File: src/rtl/hazard_scoreboard_if.sv
// Decode-side handshake between the issue stage and the hazard scoreboard.
// The scoreboard sits on the slave modport; decode/control logic drives the master side.
interface hazard_scoreboard_if #(
  parameter int REG_ADDR_W = 5,
  parameter int FWD_DEPTH  = 3,
  parameter int FSEL_W     = $clog2(FWD_DEPTH + 1)
);
  logic                  issue_valid;
  logic [REG_ADDR_W-1:0] issue_rs1;
  logic [REG_ADDR_W-1:0] issue_rs2;
  logic                  issue_use_rs1;
  logic                  issue_use_rs2;
  logic [REG_ADDR_W-1:0] issue_rd;
  logic                  issue_wr;
  logic                  issue_is_load;
  logic                  redirect;
  logic                  stall;
  logic                  flush;
  logic [FSEL_W-1:0]     fwd_sel_rs1;
  logic [FSEL_W-1:0]     fwd_sel_rs2;
  logic [FSEL_W-1:0]     inflight;

  modport master (
    output issue_valid, issue_rs1, issue_rs2, issue_use_rs1, issue_use_rs2,
    output issue_rd, issue_wr, issue_is_load, redirect,
    input  stall, flush, fwd_sel_rs1, fwd_sel_rs2, inflight
  );

  modport slave (
    input  issue_valid, issue_rs1, issue_rs2, issue_use_rs1, issue_use_rs2,
    input  issue_rd, issue_wr, issue_is_load, redirect,
    output stall, flush, fwd_sel_rs1, fwd_sel_rs2, inflight
  );
endinterface

File: src/rtl/hazard_scoreboard.sv
// Shift-register scoreboard of in-flight register writes: per-operand forwarding
// select or load-use stall for the decode instruction, plus post-redirect flush sequencing.
module hazard_scoreboard #(
  parameter int REG_ADDR_W   = 5,
  parameter int FWD_DEPTH    = 3,
  parameter int LOAD_STAGE   = 2,
  parameter int FLUSH_CYCLES = 2,
  parameter int FSEL_W       = $clog2(FWD_DEPTH + 1)
) (
  input  logic               clk,
  input  logic               rst_n,
  hazard_scoreboard_if.slave bus
);
  localparam int                 CNT_W      = (FLUSH_CYCLES > 1) ? $clog2(FLUSH_CYCLES) : 1;
  localparam logic [CNT_W-1:0]   CNT_LOAD   = CNT_W'(FLUSH_CYCLES - 1);
  localparam logic [FSEL_W-1:0]  LOAD_AVAIL = FSEL_W'(LOAD_STAGE);
  localparam logic [FSEL_W-1:0]  ALU_AVAIL  = FSEL_W'(1);

  typedef enum logic [0:0] {S_IDLE = 1'b0, S_FLUSH = 1'b1} state_e;

  // Index k = stage k after issue (1 = EX ... FWD_DEPTH = WB)
  logic                  valid_q [1:FWD_DEPTH];
  logic                  valid_d [1:FWD_DEPTH];
  logic [REG_ADDR_W-1:0] rd_q    [1:FWD_DEPTH];
  logic [REG_ADDR_W-1:0] rd_d    [1:FWD_DEPTH];
  logic [FSEL_W-1:0]     avail_q [1:FWD_DEPTH];
  logic [FSEL_W-1:0]     avail_d [1:FWD_DEPTH];
  logic [FSEL_W-1:0]     inflight_q, inflight_d;
  state_e                state_q, state_d;
  logic [CNT_W-1:0]      cnt_q, cnt_d;

  logic                  hit1_s, hit2_s, use1_s, use2_s, haz1_s, haz2_s;
  logic [FSEL_W-1:0]     k1_s, k2_s, av1_s, av2_s, sel1_s, sel2_s;
  logic                  flush_s, stall_s, load_s;

  assign flush_s = (state_q == S_FLUSH);

  // Youngest-match lookup per operand; scanning oldest to youngest lets the youngest overwrite
  always_comb begin
    hit1_s = 1'b0;
    hit2_s = 1'b0;
    k1_s   = '0;
    k2_s   = '0;
    av1_s  = '0;
    av2_s  = '0;
    for (int k = FWD_DEPTH; k >= 1; k--) begin
      if (valid_q[k] && (rd_q[k] == bus.issue_rs1)) begin
        hit1_s = 1'b1;
        k1_s   = FSEL_W'(k);
        av1_s  = avail_q[k];
      end else begin
        hit1_s = hit1_s;
      end
      if (valid_q[k] && (rd_q[k] == bus.issue_rs2)) begin
        hit2_s = 1'b1;
        k2_s   = FSEL_W'(k);
        av2_s  = avail_q[k];
      end else begin
        hit2_s = hit2_s;
      end
    end
    use1_s  = bus.issue_use_rs1 && (bus.issue_rs1 != '0);
    use2_s  = bus.issue_use_rs2 && (bus.issue_rs2 != '0);
    haz1_s  = use1_s && hit1_s && (k1_s < av1_s);
    haz2_s  = use2_s && hit2_s && (k2_s < av2_s);
    sel1_s  = (use1_s && hit1_s && !flush_s) ? k1_s : '0;
    sel2_s  = (use2_s && hit2_s && !flush_s) ? k2_s : '0;
    stall_s = bus.issue_valid && !flush_s && !bus.redirect && (haz1_s || haz2_s);
  end

  // Shift entries toward WB and record the decode instruction when it really issues
  always_comb begin
    load_s     = bus.issue_valid && bus.issue_wr && (bus.issue_rd != '0) &&
                 !stall_s && !flush_s && !bus.redirect;
    valid_d[1] = load_s;
    rd_d[1]    = load_s ? bus.issue_rd : '0;
    avail_d[1] = load_s ? (bus.issue_is_load ? LOAD_AVAIL : ALU_AVAIL) : '0;
    for (int k = 2; k <= FWD_DEPTH; k++) begin
      valid_d[k] = valid_q[k-1];
      rd_d[k]    = rd_q[k-1];
      avail_d[k] = avail_q[k-1];
    end
    inflight_d = '0;
    for (int k = 1; k <= FWD_DEPTH; k++) begin
      inflight_d = inflight_d + FSEL_W'(valid_d[k]);
    end
  end

  // Flush sequencer: any redirect (re)loads the counter so flush spans FLUSH_CYCLES from the last one
  always_comb begin
    state_d = state_q;
    cnt_d   = cnt_q;
    case (state_q)
      S_IDLE: begin
        if (bus.redirect) begin
          state_d = S_FLUSH;
          cnt_d   = CNT_LOAD;
        end else begin
          state_d = S_IDLE;
          cnt_d   = '0;
        end
      end
      S_FLUSH: begin
        if (bus.redirect) begin
          state_d = S_FLUSH;
          cnt_d   = CNT_LOAD;
        end else if (cnt_q == '0) begin
          state_d = S_IDLE;
          cnt_d   = '0;
        end else begin
          state_d = S_FLUSH;
          cnt_d   = cnt_q - 1'b1;
        end
      end
      default: begin
        state_d = S_IDLE;
        cnt_d   = '0;
      end
    endcase
  end

  // State registers
  always_ff @(posedge clk or negedge rst_n) begin
    if (!rst_n) begin
      for (int k = 1; k <= FWD_DEPTH; k++) begin
        valid_q[k] <= 1'b0;
        rd_q[k]    <= '0;
        avail_q[k] <= '0;
      end
      inflight_q <= '0;
      state_q    <= S_IDLE;
      cnt_q      <= '0;
    end else begin
      valid_q    <= valid_d;
      rd_q       <= rd_d;
      avail_q    <= avail_d;
      inflight_q <= inflight_d;
      state_q    <= state_d;
      cnt_q      <= cnt_d;
    end
  end

  assign bus.stall       = stall_s;
  assign bus.flush       = flush_s;
  assign bus.fwd_sel_rs1 = sel1_s;
  assign bus.fwd_sel_rs2 = sel2_s;
  assign bus.inflight    = inflight_q;
endmodule

File: src/flat_wrapper.sv
// flat-port wrapper written by rule: the top's interface ports become plain ports
module hazard_scoreboard_flat 
#(
  parameter int REG_ADDR_W   = 5,
  parameter int FWD_DEPTH    = 3,
  parameter int LOAD_STAGE   = 2,
  parameter int FLUSH_CYCLES = 2,
  parameter int FSEL_W       = $clog2(FWD_DEPTH + 1)
)
  (clk, rst_n, bus_issue_valid, bus_issue_rs1, bus_issue_rs2, bus_issue_use_rs1, bus_issue_use_rs2, bus_issue_rd, bus_issue_wr, bus_issue_is_load, bus_redirect, bus_stall, bus_flush, bus_fwd_sel_rs1, bus_fwd_sel_rs2, bus_inflight);
  hazard_scoreboard_if #(.REG_ADDR_W(REG_ADDR_W), .FWD_DEPTH(FWD_DEPTH), .FSEL_W(FSEL_W)) bus_i ();
  input  logic clk;
  input  logic rst_n;
  input wire logic [$bits(bus_i.issue_valid)-1:0] bus_issue_valid;
  input wire logic [$bits(bus_i.issue_rs1)-1:0] bus_issue_rs1;
  input wire logic [$bits(bus_i.issue_rs2)-1:0] bus_issue_rs2;
  input wire logic [$bits(bus_i.issue_use_rs1)-1:0] bus_issue_use_rs1;
  input wire logic [$bits(bus_i.issue_use_rs2)-1:0] bus_issue_use_rs2;
  input wire logic [$bits(bus_i.issue_rd)-1:0] bus_issue_rd;
  input wire logic [$bits(bus_i.issue_wr)-1:0] bus_issue_wr;
  input wire logic [$bits(bus_i.issue_is_load)-1:0] bus_issue_is_load;
  input wire logic [$bits(bus_i.redirect)-1:0] bus_redirect;
  output wire logic [$bits(bus_i.stall)-1:0] bus_stall;
  output wire logic [$bits(bus_i.flush)-1:0] bus_flush;
  output wire logic [$bits(bus_i.fwd_sel_rs1)-1:0] bus_fwd_sel_rs1;
  output wire logic [$bits(bus_i.fwd_sel_rs2)-1:0] bus_fwd_sel_rs2;
  output wire logic [$bits(bus_i.inflight)-1:0] bus_inflight;
  assign bus_i.issue_valid = bus_issue_valid;
  assign bus_i.issue_rs1 = bus_issue_rs1;
  assign bus_i.issue_rs2 = bus_issue_rs2;
  assign bus_i.issue_use_rs1 = bus_issue_use_rs1;
  assign bus_i.issue_use_rs2 = bus_issue_use_rs2;
  assign bus_i.issue_rd = bus_issue_rd;
  assign bus_i.issue_wr = bus_issue_wr;
  assign bus_i.issue_is_load = bus_issue_is_load;
  assign bus_i.redirect = bus_redirect;
  assign bus_stall = bus_i.stall;
  assign bus_flush = bus_i.flush;
  assign bus_fwd_sel_rs1 = bus_i.fwd_sel_rs1;
  assign bus_fwd_sel_rs2 = bus_i.fwd_sel_rs2;
  assign bus_inflight = bus_i.inflight;
  hazard_scoreboard #(.REG_ADDR_W(REG_ADDR_W), .FWD_DEPTH(FWD_DEPTH), .LOAD_STAGE(LOAD_STAGE), .FLUSH_CYCLES(FLUSH_CYCLES), .FSEL_W(FSEL_W)) u_core (.clk(clk), .rst_n(rst_n), .bus(bus_i));
endmodule
File: config.mk
export PLATFORM = sky130hd
export DESIGN_NAME = hazard_scoreboard_flat
export DESIGN_NICKNAME = d
export VERILOG_FILES = /design/src/rtl/hazard_scoreboard_if.sv /design/src/rtl/hazard_scoreboard.sv /design/src/flat_wrapper.sv
export SDC_FILE = /design/constraint.sdc
export NUM_CORES = 1
export LEC_CHECK = 0
export ABC_AREA = 1
export CAP_MARGIN = 20
export CORE_ASPECT_RATIO = 0.8
export CORE_UTILIZATION = 52
export DETAILED_ROUTE_END_ITERATION = 8
export PLACE_DENSITY = 0.85
export SYNTH_ARGS = -nofsm -noshare
export SYNTH_HDL_FRONTEND = slang
export SYNTH_SLANG_ARGS = --single-unit
export TNS_END_PERCENT = 10
File: constraint.sdc
create_clock -name clk -period 2.7 [get_ports clk]
set_input_delay 0.27 -clock clk [delete_from_list [all_inputs] [get_ports clk]]
set_output_delay 0.27 -clock clk [all_outputs]
set_load 0.02 [all_outputs]
# Word level (Yosys, flattened, before mapping)
# Cells that the tools add are included.
[totals]
register_bits = 28
mem_bits_ro = 0
mem_count = 0
mem_bits_rw = 0
output_inout_bits = 8
in_bits = 23
latch_bits = 0
[classes]
shifts = 0
n_mux = 30
addsub = 3
multipliers = 0
bitwise_logic = 1
n_reduce_logical = 29
magnitude_cmp = 2
div = 0
n_eq_ne = 6
[ops]
columns = ["op", "count"]
rows = [
  ["2-bit two-way mux", 16],
  ["5-bit == test", 6],
  ["1-bit logical AND", 22],
  ["5-bit nonzero test", 3],
  ["1-bit two-way mux", 11],
  ["5-bit two-way mux", 1],
  ["2-bit less-than comparator", 2],
  ["1-bit one-hot mux with 2 select lines", 2],
  ["1-bit zero test", 3],
  ["1-bit by 1-bit adder with 2-bit output", 1],
  ["2-bit by 1-bit adder with 2-bit output", 1],
  ["1-bit logical OR", 1],
  ["1-bit inverter", 1],
  ["1-bit subtractor, second input constant", 1],
]

# Depth between registers and ports, before layout
[logic_depth]
word_depth = 15
mapped_depth = 16
mapped_depth_nobuf = 16

# Worst setup path before layout
# No wires, ideal clock.
[synth_timing]
path_type = "register -> register"
startpoint = "register u_core.rd_q, in the netlist u_core.rd_d[0]"
endpoint = "register u_core.inflight_q[0] (netlist: u_core.bus.inflight[0])"
stages_incl_launch_ff = 15
slack_ns = 0.475
synth_period_minus_slack_ns = 2.225
arrival_ns = 2.111
path_buffers = 0
t_required_ns = 2.586
path_cell_list = "dfrtp_1 > inv_1 > nand2_1 > o21ai_1 > nor2_1 > nand3_1 > nand4_1 > o21ai_0 > o21ai_0 > ha_1 > nand2_1 > nand2_2 > nand3_4 > fa_1 > inv_1"
[synth_between]
elab_chain_len = 14
word_cells_on_any_way = 30
classes_between = "add/sub: 2; order compare: 2; eq/ne: 2; mux: 12; reduce/logical: 12"
[synth_rtl]
columns = ["element", "line", "text"]
rows = [
  ["from (decl)", "hazard_scoreboard.sv:24", "logic [REG_ADDR_W-1:0] rd_q [1:FWD_DEPTH];"],
  ["from (signal assigned)", "hazard_scoreboard.sv:135", "rd_q <= rd_d;"],
  ["5-bit == test, on equally long branches", "hazard_scoreboard.sv:47, hazard_scoreboard.sv:54", ""],
  ["1-bit logical AND, on equally long branches", "hazard_scoreboard.sv:47, hazard_scoreboard.sv:54", ""],
  ["2-bit two-way mux (tied with other cells) (2 in a row)", "hazard_scoreboard.sv:47", "if (valid_q[k] && (rd_q[k] == bus.issue_rs1)) begin"],
  ["2-bit less-than comparator (tied with other cells)", "hazard_scoreboard.sv:64", "haz1_s = use1_s && hit1_s && (k1_s < av1_s);"],
  ["1-bit logical AND, on equally long branches", "hazard_scoreboard.sv:64, hazard_scoreboard.sv:65", ""],
  ["1-bit logical OR *", "hazard_scoreboard.sv:68", "stall_s = bus.issue_valid && !flush_s && !bus.redirect && (haz1_s || haz2_s);"],
  ["1-bit logical AND *", "hazard_scoreboard.sv:68", ""],
  ["1-bit zero test *", "hazard_scoreboard.sv:74", "!stall_s && !flush_s && !bus.redirect;"],
  ["1-bit logical AND *", "hazard_scoreboard.sv:73", "load_s = bus.issue_valid && bus.issue_wr && (bus.issue_rd != '0) &&"],
  ["1-bit logical AND * (2 in a row)", "hazard_scoreboard.sv:74", ""],
  ["1-bit by 1-bit adder with 2-bit output *", "hazard_scoreboard.sv:85", "inflight_d = inflight_d + FSEL_W'(valid_d[k]);"],
  ["2-bit by 1-bit adder with 2-bit output *", "hazard_scoreboard.sv:85", ""],
  ["net u_core.inflight_d[0]", "hazard_scoreboard.sv:28", "logic [FSEL_W-1:0] inflight_q, inflight_d;"],
  ["to (signal assigned)", "hazard_scoreboard.sv:137", "inflight_q <= inflight_d;"],
  ["to (decl)", "hazard_scoreboard.sv:28", ""],
]
# Mark *: on every way through the listed nets, which the timed path passes. The rest lies on a longest branch.

# Worst setup path after layout
[layout_timing]
startpoint = "input port bus_issue_rs1[2]"
endpoint = "output port bus_stall"
[layout_between]
elab_chain_len = 9
word_cells_on_any_way = 22
classes_between = "order compare: 1; eq/ne: 3; mux: 9; reduce/logical: 9"
[layout_rtl]
columns = ["element", "line", "text"]
rows = [
  ["from (decl)", "flat_wrapper.sv:15", "input wire logic [$bits(bus_i.issue_rs1)-1:0] bus_issue_rs1;"],
  ["5-bit == test", "hazard_scoreboard.sv:47", ""],
  ["1-bit logical AND", "hazard_scoreboard.sv:47", ""],
  ["2-bit two-way mux / 1-bit two-way mux (equally long branches) (3 in a row)", "hazard_scoreboard.sv:47", ""],
  ["2-bit less-than comparator / 1-bit logical AND (equally long branches)", "hazard_scoreboard.sv:64", ""],
  ["1-bit logical AND *", "hazard_scoreboard.sv:64", ""],
  ["1-bit logical OR *", "hazard_scoreboard.sv:68", ""],
  ["1-bit logical AND *", "hazard_scoreboard.sv:68", ""],
  ["to (decl)", "flat_wrapper.sv:23", "output wire logic [$bits(bus_i.stall)-1:0] bus_stall;"],
]
# Mark *: on every way between the ends. The rest lies on a longest branch, timed or not.

==> impl_metrics.ini <==
[run_status]
status = finished clean

[yosys]
synthesis.area_um2 = 1665
synthXorXnorAreaFrac = 0
synth_cell_types = 21
yosysTopAreaCellShare = 0.4057
synth_compound_area_frac = 0.05710
yosys.area_share.simple = 0.3997
muxShareOfSynthArea = 0
yosysMostFrequentCell = nand2_1
syn_avg_cell_area_um2 = 7.117
ys.flop_type = dfrtp_1
synthTopCellsByCount = 79 x nand2_1, 38 x inv_1, 27 x dfrtp_1
synth-seq-cells = 27
synth_top_family_by_area = simple AND/OR/NAND/NOR gates
synth_warnings = 0
synth_edf_count = 0
synth_area_leaders = dfrtp_1 41%, nand2_1 18%, inv_1 8.6%
synth_fp_nets = 260
ys_seq_area_frac = 0.4057
synth_top_cell_by_area = dfrtp_1
synthAdderAreaFrac = 0.02705
syn_inst = 234
async_flop_share = 1.000

[global_route]
antenna_found_initial = 0
grt_pass1_wl_um = 6824
grt_pass1_vias = 1542
overflow = 0
grt_util_all_layers = 0.2682
grt_max_degree = 28

[drt]
wl_met2_um = 1889
drt-met1-wl_um = 1775
first_pass_iters = 4
wl_met3_um = 302
wl_per_cell_um = 12.01
vias_per_cell = 5.003
ant_nets = 0
drcViolationCount = 0
drt-initial-drc-count = 125
maxUsedRoutingLayer = met4
drt_wl_total_um = 4000
vias = 1666

[power]
leakagePower_nw = 1.313
p_per_area_nw_per_um2 = 349.3
vdd_drop_max_v = 0.0003061

[timing]
final-setup-viol-count = 0
finalMaxSlewViolations = 0
fin_skew_ns = 0.004850
finalCritPeriodShare = 0.9724
post-route-min-period_ns = 2.625
worst_pin_slew_ns = 0.3455
rsz0062_at_grt = true
setup_ws_ns = 0.07459
timing.fmax_mhz = 380.9
relSlewSlack = 0.7697
tns_ns = 0
final_hold_viol_count = 0

[setup_path]
cp_max_fo = 5
cp-start-kind = input pin
critPathKind = input pin to output port
cp.arrival_ns = 2.36
crit_start = bus_issue_rs1[2]
cp-end-kind = output port
cp.required_ns = 2.43
reg2reg_from = u_core.rd_d[0]

[job]
drv_cap = 0

[finish]
final.fill_count = 221
finalNonFillerCells = 333
drive_gt1_frac = 0.2610
final_core_utilization = 0.7863
area_growth_pct = 36.59
nets = 322
stdcell_area_um2 = 2275
n_antenna_cell = 0

[clocking]
h-tree-depth = 1
cts.path.max_buffers = 2
cts_tree = built
numCtsBuffers = 3
clock_latency_ns = 0.28
clk_pin_slew_ns = 0.10
clock_sinks = 27
post-cts-setup-buffer-count = 0
root_buffer = clkbuf_8

[die]
fp.dieW_um = 65.27
ios = 31
core_area_um2 = 2893
start_util = 0.5757
core.rowCount = 17
die_area_um2 = 3434
die_y_um = 52.62

[hold_path]
min_path_type = input pin to asynchronous set/reset pin

[placed_design]
placed_cells = 329
pre_cts_ws_ns = -0.4040
placed_area_um2 = 2216
port_buffers = 30
dp_hpwl_um = 3251
globalplace.congestion = 0.8965
registers in the layout (all words and copies together) (netlist names):
signal	cells
u_core.valid_q	1
u_core.valid_d	2
u_core.rd_d	10
u_core.bus.flush	1
u_core.bus.inflight	2
u_core.rd_q	5
u_core.avail_d	4
u_core.cnt_q	1
u_core.avail_q	1
layout by cell type (no fill, tap or decap):
cell	count
ha_1	2
nor3_1	2
clkbuf_8	3
nor2_1	13
a21oi_1	7
inv_2	11
inv_1	38
o21ai_1	2
nand3_1	7
o21ai_0	5
o21ai_2	2
dlymetal6s2s_1	7
nand2_2	4
nand3_2	6
buf_4	27
nand2_4	1
clkdlybuf4s50_1	19
nand2_1	79
dlygate4sd2_1	3
nor2_2	19
fa_1	1
nand4_1	5
dfrtp_1	27
a211oi_1	1
nor2_4	1
nand3_4	1
inv_6	1
buf_2	1
metrics by stage:
step                      total power [mW]  hold slack, ns
final                               0.7946          0.3509
after global routing                0.8263          0.3815
after CTS                           0.7999          0.3594
after detailed placement            0.5570          0.3371
after global placement              0.5537          0.3345
after floorplan                     0.4795        -0.02559
logic make-up after synthesis:
| group | Yosys count |
|---|---|
| compound gates | 17 |
| fa+ha+maj | 3 |
| flops | 27 |
| simple gates | 138 |
| buf+inv | 49 |
power breakdown:
group          switching, mW  internal (mW)  total (mW)
sequential           0.00663          0.412       0.418
combinational         0.0698         0.0607       0.130
clock                  0.138          0.108       0.246
total                  0.214          0.581       0.795
per-layer routing:
metal / GRT usage / up-vias
met5: 0 / -
met2: 0.4519 / 75
met4: 0.05072 / 0
met1: 0.3655 / 756
li1: - / 829
met3: 0.04565 / 6
what timing repair did:
item,4_1_cts,5_1_grt
resized for setup,7,7
hold buffers,0,0
endpoints found under the setup margin,4,4
layout make-up:
class	instances	area, um^2	share of cell area
well taps	38	47.55	0.02090
clock buffers	3	41.29	0.01815
inverters	49	183.9	0.08086
multi-input cells	158	805.8	0.3542
clock inverters	1	8.758	0.003850
repair buffers	57	511.7	0.2250
flip-flops and latches	27	675.6	0.2970
worst paths after layout:
check,to,slack [ns],cells after the start
min in group clk,u_core.avail_d[0],0.36,0
worst max-delay path,bus_stall,0.07,13
max in group asynchronous,u_core.rd_d[3],2.09,2
worst max register to register,u_core.bus.inflight[0],0.17,15
worst min register to register,u_core.avail_d[0],0.36,0
worst min-delay path,u_core.rd_q[4],0.35,2
critical path, cell delays in order:
cell and delay, ns:
clkdlybuf4s50_1 0.54, inv_2 0.09, nor2_1 0.11, a21oi_1 0.06, nand3_1 0.15, nand4_1 0.15
o21ai_0 0.16, o21ai_0 0.12, ha_1 0.28, nand2_1 0.08, nand2_2 0.05, a21oi_1 0.12
buf_2 0.18
Power figures use the tool's default switching activity.
